--- config.mk ---
export PLATFORM = sky130hd
export DESIGN_NAME = seven_segment_monitor
export DESIGN_NICKNAME = d
export VERILOG_FILES = /design/src/rtl/seven_seg_pkg.sv /design/src/rtl/seven_segment_lookup.sv /design/src/rtl/seven_segment_monitor.sv
export SDC_FILE = /design/constraint.sdc
export NUM_CORES = 1
export LEC_CHECK = 0
export BUFFER_PORTS_ARGS = -buffer_cell sky130_fd_sc_hd__buf_4
export CAP_MARGIN = 20
export CORE_AREA = 2 2 79 81
export CTS_CLUSTER_DIAMETER = 50
export DETAILED_ROUTE_END_ITERATION = 7
export DIE_AREA = 0 0 81 83
export HOLD_SLACK_MARGIN = 0.1
export PLACE_DENSITY = 0.54
export SYNTH_ARGS = -nofsm -noshare
export SYNTH_HDL_FRONTEND = slang
export SYNTH_SLANG_ARGS = --single-unit
--- constraint.sdc ---
create_clock -name clk -period 3.3 [get_ports clk]
set_input_delay 0.33 -clock clk [delete_from_list [all_inputs] [get_ports clk]]
set_output_delay 0.33 -clock clk [all_outputs]
set_load 0.01 [all_outputs]
--- src/rtl/seven_seg_pkg.sv ---
// Shared definitions for the 7-segment display path: active-low glyph table
// and the output register state type.
package seven_seg_pkg;

    typedef logic [6:0] seg_t;

    localparam seg_t SEG_BLANK = 7'h7F;

    // Active-low patterns, bit6=g ... bit0=a, indexed by hex value
    localparam seg_t SEG_GLYPH [0:15] = '{
        7'h40, 7'h79, 7'h24, 7'h30, 7'h19, 7'h12, 7'h02, 7'h78,
        7'h00, 7'h10, 7'h08, 7'h03, 7'h46, 7'h21, 7'h06, 7'h0E
    };

    typedef enum logic {EMPTY, FULL} out_state_t;

endpackage

--- src/rtl/seven_segment_lookup.sv ---
// Combinational inverse of the display encoder: segment pattern to nibble,
// with blank and error classification.
module seven_segment_lookup
    import seven_seg_pkg::*;
(
    input  logic [6:0] seg,
    output logic [3:0] digit,
    output logic       blank,
    output logic       error
);

    always_comb begin
        digit = 4'd0;
        blank = 1'b0;
        error = 1'b0;
        if (seg == SEG_BLANK) begin
            blank = 1'b1;
        end else begin
            error = 1'b1;
            for (int i = 0; i < 16; i++) begin
                if (seg == SEG_GLYPH[i]) begin
                    digit = 4'(i);
                    error = 1'b0;
                end
            end
        end
    end

endmodule

--- src/rtl/seven_segment_monitor.sv ---
// Recovers the hex digit shown on an active-low 7-segment bus: synchronise,
// debounce, decode, and hand each new stable pattern out over valid/ready.
module seven_segment_monitor
    import seven_seg_pkg::*;
#(
    parameter int STABLE_CYCLES = 4,
    parameter int SYNC_STAGES   = 2
) (
    input  logic       clk,
    input  logic       nReset,
    input  logic [6:0] segments,
    input  logic       clear_overrun,
    input  logic       out_ready,
    output logic       out_valid,
    output logic [3:0] out_digit,
    output logic       out_blank,
    output logic       out_error,
    output logic       overrun
);

    localparam logic [7:0] STABLE_RUN = 8'(STABLE_CYCLES);
    localparam logic [1:0] WARM_DONE  = 2'(SYNC_STAGES);

    logic [SYNC_STAGES-1:0][6:0] sync_q;
    seg_t       seg_s;
    seg_t       seg_prev;
    seg_t       last_reported;
    logic [7:0] run;
    logic [7:0] run_next;
    logic [1:0] warm;
    logic       reported_any;
    logic       report;
    logic [3:0] dec_digit;
    logic       dec_blank;
    logic       dec_error;
    out_state_t state;

    assign seg_s = sync_q[SYNC_STAGES-1];

    always_ff @(posedge clk or negedge nReset) begin
        if (!nReset) begin
            sync_q <= {SYNC_STAGES{SEG_BLANK}};
        end else begin
            sync_q <= {sync_q[SYNC_STAGES-2:0], segments};
        end
    end

    // Reset values in the synchroniser are not real samples, so the run
    // counter is held at zero until the chain has been refilled from the bus.
    always_comb begin
        if (warm != WARM_DONE) begin
            run_next = 8'd0;
        end else if (seg_s != seg_prev) begin
            run_next = 8'd1;
        end else if (run >= STABLE_RUN) begin
            run_next = STABLE_RUN;
        end else begin
            run_next = run + 8'd1;
        end
        report = (run_next == STABLE_RUN) &&
                 (!reported_any || (seg_s != last_reported));
    end

    always_ff @(posedge clk or negedge nReset) begin
        if (!nReset) begin
            warm          <= 2'd0;
            run           <= 8'd0;
            seg_prev      <= SEG_BLANK;
            last_reported <= SEG_BLANK;
            reported_any  <= 1'b0;
        end else begin
            if (warm != WARM_DONE) begin
                warm <= warm + 2'd1;
            end
            run      <= run_next;
            seg_prev <= seg_s;
            if (report) begin
                last_reported <= seg_s;
                reported_any  <= 1'b1;
            end
        end
    end

    seven_segment_lookup lookup (
        .seg   (seg_s),
        .digit (dec_digit),
        .blank (dec_blank),
        .error (dec_error)
    );

    // A report always loads; setting overrun is written last so it beats a clear.
    always_ff @(posedge clk or negedge nReset) begin
        if (!nReset) begin
            state     <= EMPTY;
            out_valid <= 1'b0;
            out_digit <= 4'd0;
            out_blank <= 1'b0;
            out_error <= 1'b0;
            overrun   <= 1'b0;
        end else begin
            if (clear_overrun) begin
                overrun <= 1'b0;
            end
            if (report) begin
                out_digit <= dec_digit;
                out_blank <= dec_blank;
                out_error <= dec_error;
            end
            case (state)
                EMPTY: begin
                    if (report) begin
                        state     <= FULL;
                        out_valid <= 1'b1;
                    end
                end
                FULL: begin
                    if (report) begin
                        if (!out_ready) begin
                            overrun <= 1'b1;
                        end
                    end else if (out_ready) begin
                        state     <= EMPTY;
                        out_valid <= 1'b0;
                    end
                end
                default: begin
                    state     <= EMPTY;
                    out_valid <= 1'b0;
                end
            endcase
        end
    end

endmodule

After elaboration in Yosys (flattened, before gate mapping)
Cells that the tools add are included.
{"block": "word_totals", "latchBits": 0, "inputBits": 11, "output_inout_bits": 8, "regBits": 48, "mem_bits_rw": 0, "mem_count": 0, "wordCells": 94, "romBits": 0}
{"block": "classes", "addsub": 2, "order_cmp": 1, "shift": 0, "n_bitwise": 1, "n_reduce_logical": 5, "eq_ne": 23, "muxes": 49, "div_mod_pow": 0, "multipliers": 0}
{"op": "$mux W4", "n": 9}
{"op": "$eq A7 B7 Y1 const B", "n": 5}
{"op": "$mux W1", "n": 29}
{"op": "$mux W8", "n": 3}
{"op": "$eq A7 B5 Y1 const B", "n": 3}
{"op": "$eq A7 B6 Y1 const B", "n": 3}
{"op": "$eq A7 B2 Y1 const B", "n": 2}
{"op": "$eq A7 B4 Y1 const B", "n": 2}
{"op": "$ne A7 B7 Y1", "n": 2}
{"op": "$mux W3", "n": 4}
{"op": "$add A8 B1 Y8 const B", "n": 1}
{"op": "$eq A8 B3 Y1 const B", "n": 1}
{"op": "$ge A8 B3 Y1 const B", "n": 1}
{"op": "$ne A2 B2 Y1 const B", "n": 4}
{"op": "$eq A7 B3 Y1 const B", "n": 1}
{"op": "$logic_not A7 Y1", "n": 1}
{"op": "$mux W2", "n": 2}
{"op": "$pmux W1 S2", "n": 2}
{"op": "$reduce_and A3 Y1", "n": 1}
{"op": "$add A2 B1 Y2 const B", "n": 1}
{"op": "$logic_and A1 B1 Y1", "n": 1}
{"op": "$logic_not A1 Y1", "n": 1}
{"op": "$logic_or A1 B1 Y1", "n": 1}
{"op": "$not A1 Y1", "n": 1}

Depth between registers and ports, before layout
{"block": "depth", "ltp_word": 18, "mapped_depth": 7, "depth_no_buf": 6}

By module
From an unflattened synthesis, not the netlist that was laid out.
{"block": "unflattened", "hier_cells": 178, "hier_area_um2": 2210.9}
{"module": "seven_segment_monitor", "n_inst": 1, "area_per_inst_um2": 1808.0, "cells_per_inst": 117, "seq_area_each_um2": 1236.2}
{"module": "seven_segment_lookup", "n_inst": 1, "area_per_inst_um2": 402.9, "cells_per_inst": 61, "seq_area_each_um2": 0.0}

Worst setup path after synthesis
No wires, ideal clock.
{"block": "synth_path", "kind": "reg2reg", "from": "register sync_q, in the netlist seg_s[4]", "to": "register out_digit[0]", "path_buffers": 2, "arrival_ns": 1.969, "setup_ns": 0.125, "synth_period_minus_slack_ns": 2.094, "slack_ns": 1.206, "stages_incl_launch_ff": 8, "path_cell_list": "dfstp_2 -> clkbuf_1 -> xor2_1 -> nor4_4 -> o2111ai_4 -> nor2_4 -> buf_12 -> mux2_4"}
{"block": "synth_between", "elab_chain_len": 17}
{"item": "from (decl)", "line_no": "seven_segment_monitor.sv:24", "text": "logic [SYNC_STAGES-1:0][6:0] sync_q;"}
{"item": "from (signal assigned)", "line_no": "seven_segment_monitor.sv:42", "text": "sync_q <= {SYNC_STAGES{SEG_BLANK}};"}
{"item": "from (signal assigned)", "line_no": "seven_segment_monitor.sv:44", "text": "sync_q <= {sync_q[SYNC_STAGES-2:0], segments};"}
{"item": "$eq A7 B7 Y1", "line_no": "seven_segment_lookup.sv:21", "text": "if (seg == SEG_GLYPH[i]) begin"}
{"item": "$mux W1", "line_no": "seven_segment_lookup.sv:21"}
{"item": "$mux W2 (2 in series)", "line_no": "seven_segment_lookup.sv:21"}
{"item": "$mux W3 (4 in series)", "line_no": "seven_segment_lookup.sv:21"}
{"item": "$mux W4 (8 in series)", "line_no": "seven_segment_lookup.sv:21"}
{"item": "$mux W4", "line_no": "seven_segment_lookup.sv:16", "text": "if (seg == SEG_BLANK) begin"}
{"item": "to (signal assigned)", "line_no": "seven_segment_monitor.sv:105", "text": "out_digit <= dec_digit;"}
{"item": "to (decl)", "line_no": "seven_segment_monitor.sv:15", "text": "output logic [3:0] out_digit,"}
Parallel ways exist; a longest one is shown, timed or not.
A chain may end at the register's enable or synchronous reset.

Worst setup path after layout
{"block": "layout_path", "from": "register sync_q, in the netlist seg_s[1]", "to": "register last_reported[2]"}
{"block": "layout_between", "elab_chain_len": 5}
{"item": "$ne A7 B7 Y1", "line_no": "seven_segment_monitor.sv:53", "text": "end else if (seg_s != seg_prev) begin"}
{"item": "$mux W8", "line_no": "seven_segment_monitor.sv:53"}
{"item": "$mux W8", "line_no": "seven_segment_monitor.sv:51", "text": "if (warm != WARM_DONE) begin"}
{"item": "$eq A8 B3 Y1", "line_no": "seven_segment_monitor.sv:60", "text": "report = (run_next == STABLE_RUN) &&"}
{"item": "$logic_and A1 B1 Y1 *", "line_no": "seven_segment_monitor.sv:60"}
{"item": "to (signal assigned)", "line_no": "seven_segment_monitor.sv:78", "text": "last_reported <= seg_s;"}
{"item": "to (decl)", "line_no": "seven_segment_monitor.sv:27", "text": "seg_t last_reported;"}
Every way passes the cells marked *; elsewhere a longest branch is shown, timed or not.

==> flow_metrics.py <==
metrics = {
    "logic_synthesis": {
        "synth_warnings": 0,
        "synthMuxAreaShare": 0.07533,
        "synthSimpleGateAreaFrac": 0.1346,
        "async_reset_ff_frac": 1.000,
        "syn_avg_cell_area_um2": 12.65,
        "synth_xor_xnor_area_share": 0.06843,
        "yosys.cell_count.top_type": "dfstp_2",
        "synth-adder-area-share": 0.01725,
        "synth_commonest_cells": "28 x dfstp_2, 20 x dfrtp_1, 9 x xnor2_1",
        "ys_ff_latch": 48,
        "synth_edf_count": 0,
        "synth_top_area_cell": "dfstp_2",
        "synth_top_family_by_area": "simple AND/OR/NAND/NOR gates",
        "synth_compound_area_frac": 0.09316,
        "synth_cells": 172,
        "synthFlopType": "dfstp_2",
        "ys_seq_area_frac": 0.5681,
        "synth.cell_area_um2": 2176,
        "synth_cell_type_count": 50,
        "netlist_top_cells_area": "dfstp_2 34%, dfrtp_1 23%, mux2_4 5.5%, xnor2_1 3.6%, xor2_1 3.2%",
        "synth_top_area_frac": 0.3381,
    },
    "final_layout": {
        "syn_to_final_growth_pct": 13.80,
        "antenna_cells": 0,
        "layout.cells.non_filler": 267,
        "drive_gt1_frac": 0.3698,
        "finish.net_count": 205,
    },
    "timing": {
        "period_minus_slack_ps": 2422,
        "worst_slew_pin_slew_ps": 703.7,
        "fin_crit_sh": 0.7338,
        "rsz0062_at_grt": "false",
        "max_slew_margin": 0.5188,
        "drv_slew": 0,
        "hold_viol_final": 0,
        "fin_setup_tns_ps": 0,
        "fmax_mhz": 412.9,
        "skew_ps": 6.385,
        "worst_slack_ps": 878.4,
        "finalSetupViolCount": 0,
    },
    "global_routing": {
        "grt_overflow": 0,
        "antenna_found_initial": 0,
        "grt_pass1_vias": 1320,
        "grt_pass1_wl_um": 6348,
        "grt_max_degree": 49,
        "grt_use_total": 0.1213,
    },
    "placement": {
        "hpwl_um": 2499,
        "dp.cells": 258,
        "gp_congestion": 0.8020,
        "post-place-ws_ps": 876.6,
        "numPortBuffers": 18,
    },
    "die": {
        "io_pins": 19,
        "die_w_um": 81,
        "die_area_um2": 6723,
        "initial_core_util": 0.3741,
        "die_y_um": 83,
        "placementRows": 28,
        "core_area_um2": 5816,
    },
    "cts": {
        "clkSinkCount": 48,
        "cts_root_buf": "clkbuf_8",
        "postCtsHoldBufs": 1,
        "cts_buffers": 5,
        "clockBufferDepth": 2,
        "worstSkewPairLatency_ps": 300,
        "post_cts_buffers": 0,
        "cts_htree_levels": 2,
        "path_clk_slew_ps": 90,
        "cts_tree": "yes",
        "cts_resized": 0,
    },
    "power": {
        "power.leakage_nw": 1.044,
        "peakVddDrop_uv": 292.8,
        "power.total_mw": 1.300,
        "power_density_nw_per_um2": 525.0,
    },
    "hold_path": {
        "hp-class": "input port to flip-flop",
        "holdPathStages": 1,
    },
    "worst_setup_path": {
        "r2r_cells": 5,
        "endpoint_kind": "flip-flop",
        "path_class": "flip-flop to flip-flop",
        "worstPathRequired_ps": 3530,
        "arrival_ps": 2660,
        "start_kind": "flip-flop",
        "crit_fanout": 18,
    },
    "drt": {
        "drtIter0Drc": 43,
        "vias_per_cell": 4.914,
        "detail-route-antenna-nets": 0,
        "drcViolationCount": 0,
        "first_pass_iters": 4,
        "wire_per_inst_um": 13.48,
        "vias": 1312,
        "drt_wl_total_um": 3599,
    },
    "status": {
        "status": "complete, no violations",
    },
    "job": {
        "max-cap-violations": 0,
    },
}
[final timing paths]
| kind | start | end | slack [ps] |
|---|---|---|---|
| max in group asynchronous | nReset | last_reported[1]$_DFFE_PN1P_ | 2340 |
| hold reg to reg | sync_q[3]$_DFF_PN1_ | seg_s[3]$_DFF_PN1_ | 360 |
| hold / removal | segments[3] | sync_q[3]$_DFF_PN1_ | 130 |
| setup reg to reg | seg_s[1]$_DFF_PN1_ | last_reported[2]$_DFFE_PN1P_ | 880 |
| setup / recovery | seg_s[1]$_DFF_PN1_ | last_reported[2]$_DFFE_PN1P_ | 880 |
| min in group asynchronous | nReset | out_blank$_DFFE_PN0P_ | 580 |
[state kept, by name, indices dropped and copies added, names as in the netlist]
register       flops
last_reported      7
out_blank          1
out_error          1
out_digit          4
reported_any       1
warm               2
seg_prev           7
seg_s              7
out_valid          1
overrun            1
sync_q             7
run                8
state              1
[per-stage QoR]
stage          utilization  hold slack [ps]  instance area, µm²
3_3_place_gp        0.4045            345.7                2352
5_1_grt             0.4258            104.9                2476
6_report            0.4258            128.3                2476
4_1_cts             0.4258            114.4                2476
2_1_floorplan            -            34.41                2191
3_5_place_dp        0.4045            346.8                2352
[power breakdown]
group | leakage (nW) | internal (mW) | total [mW] | switching [mW]
clock network | 0.0591 | 0.229 | 0.425 | 0.197
registers | 0.545 | 0.668 | 0.718 | 0.0501
logic | 0.440 | 0.0923 | 0.157 | 0.0646
[cell type report]
class,count,area [µm²]
clock inverters,3,45.04
well taps,75,93.84
clock buffers,5,68.82
fillers,563,3339
inverters,6,22.52
repair buffers,19,145.1
multi-input cells,111,864.6
flip-flops and latches,48,1236
[cell families after synthesis]
group / count (synthesis)
xor+xnor: 17
buf+inv: 17
fa+ha+maj: 3
simple gates: 47
other cells: 1
mux: 12
flops: 48
compound gates: 27
[routing by layer]
metal | wire length (µm) | track usage
met3 | 151 | 0.03370
met2 | 1728 | 0.1923
met5 | 0 | 0
met4 | 61 | 0.04777
met1 | 1658 | 0.1552
[worst max-delay path, cell delays in order (launching register included)]
cell       delay [ps]
dfstp_2           750
xor2_1            160
nor4_4            360
o2111ai_4         240
nor2_4            450
mux2_2            400
[cell usage in the layout (no fill, tap or decap), drive strengths merged, types with 5 or more instances in the layout]
master / n
dfstp: 28
dfrtp: 20
buf: 18
mux2: 11
xnor2: 9
nor2: 9
nand2: 8
xor2: 8
inv: 8
o21ai: 6
clkbuf: 5
conb: 5
Note: power is estimated with default switching activity, not from simulation.
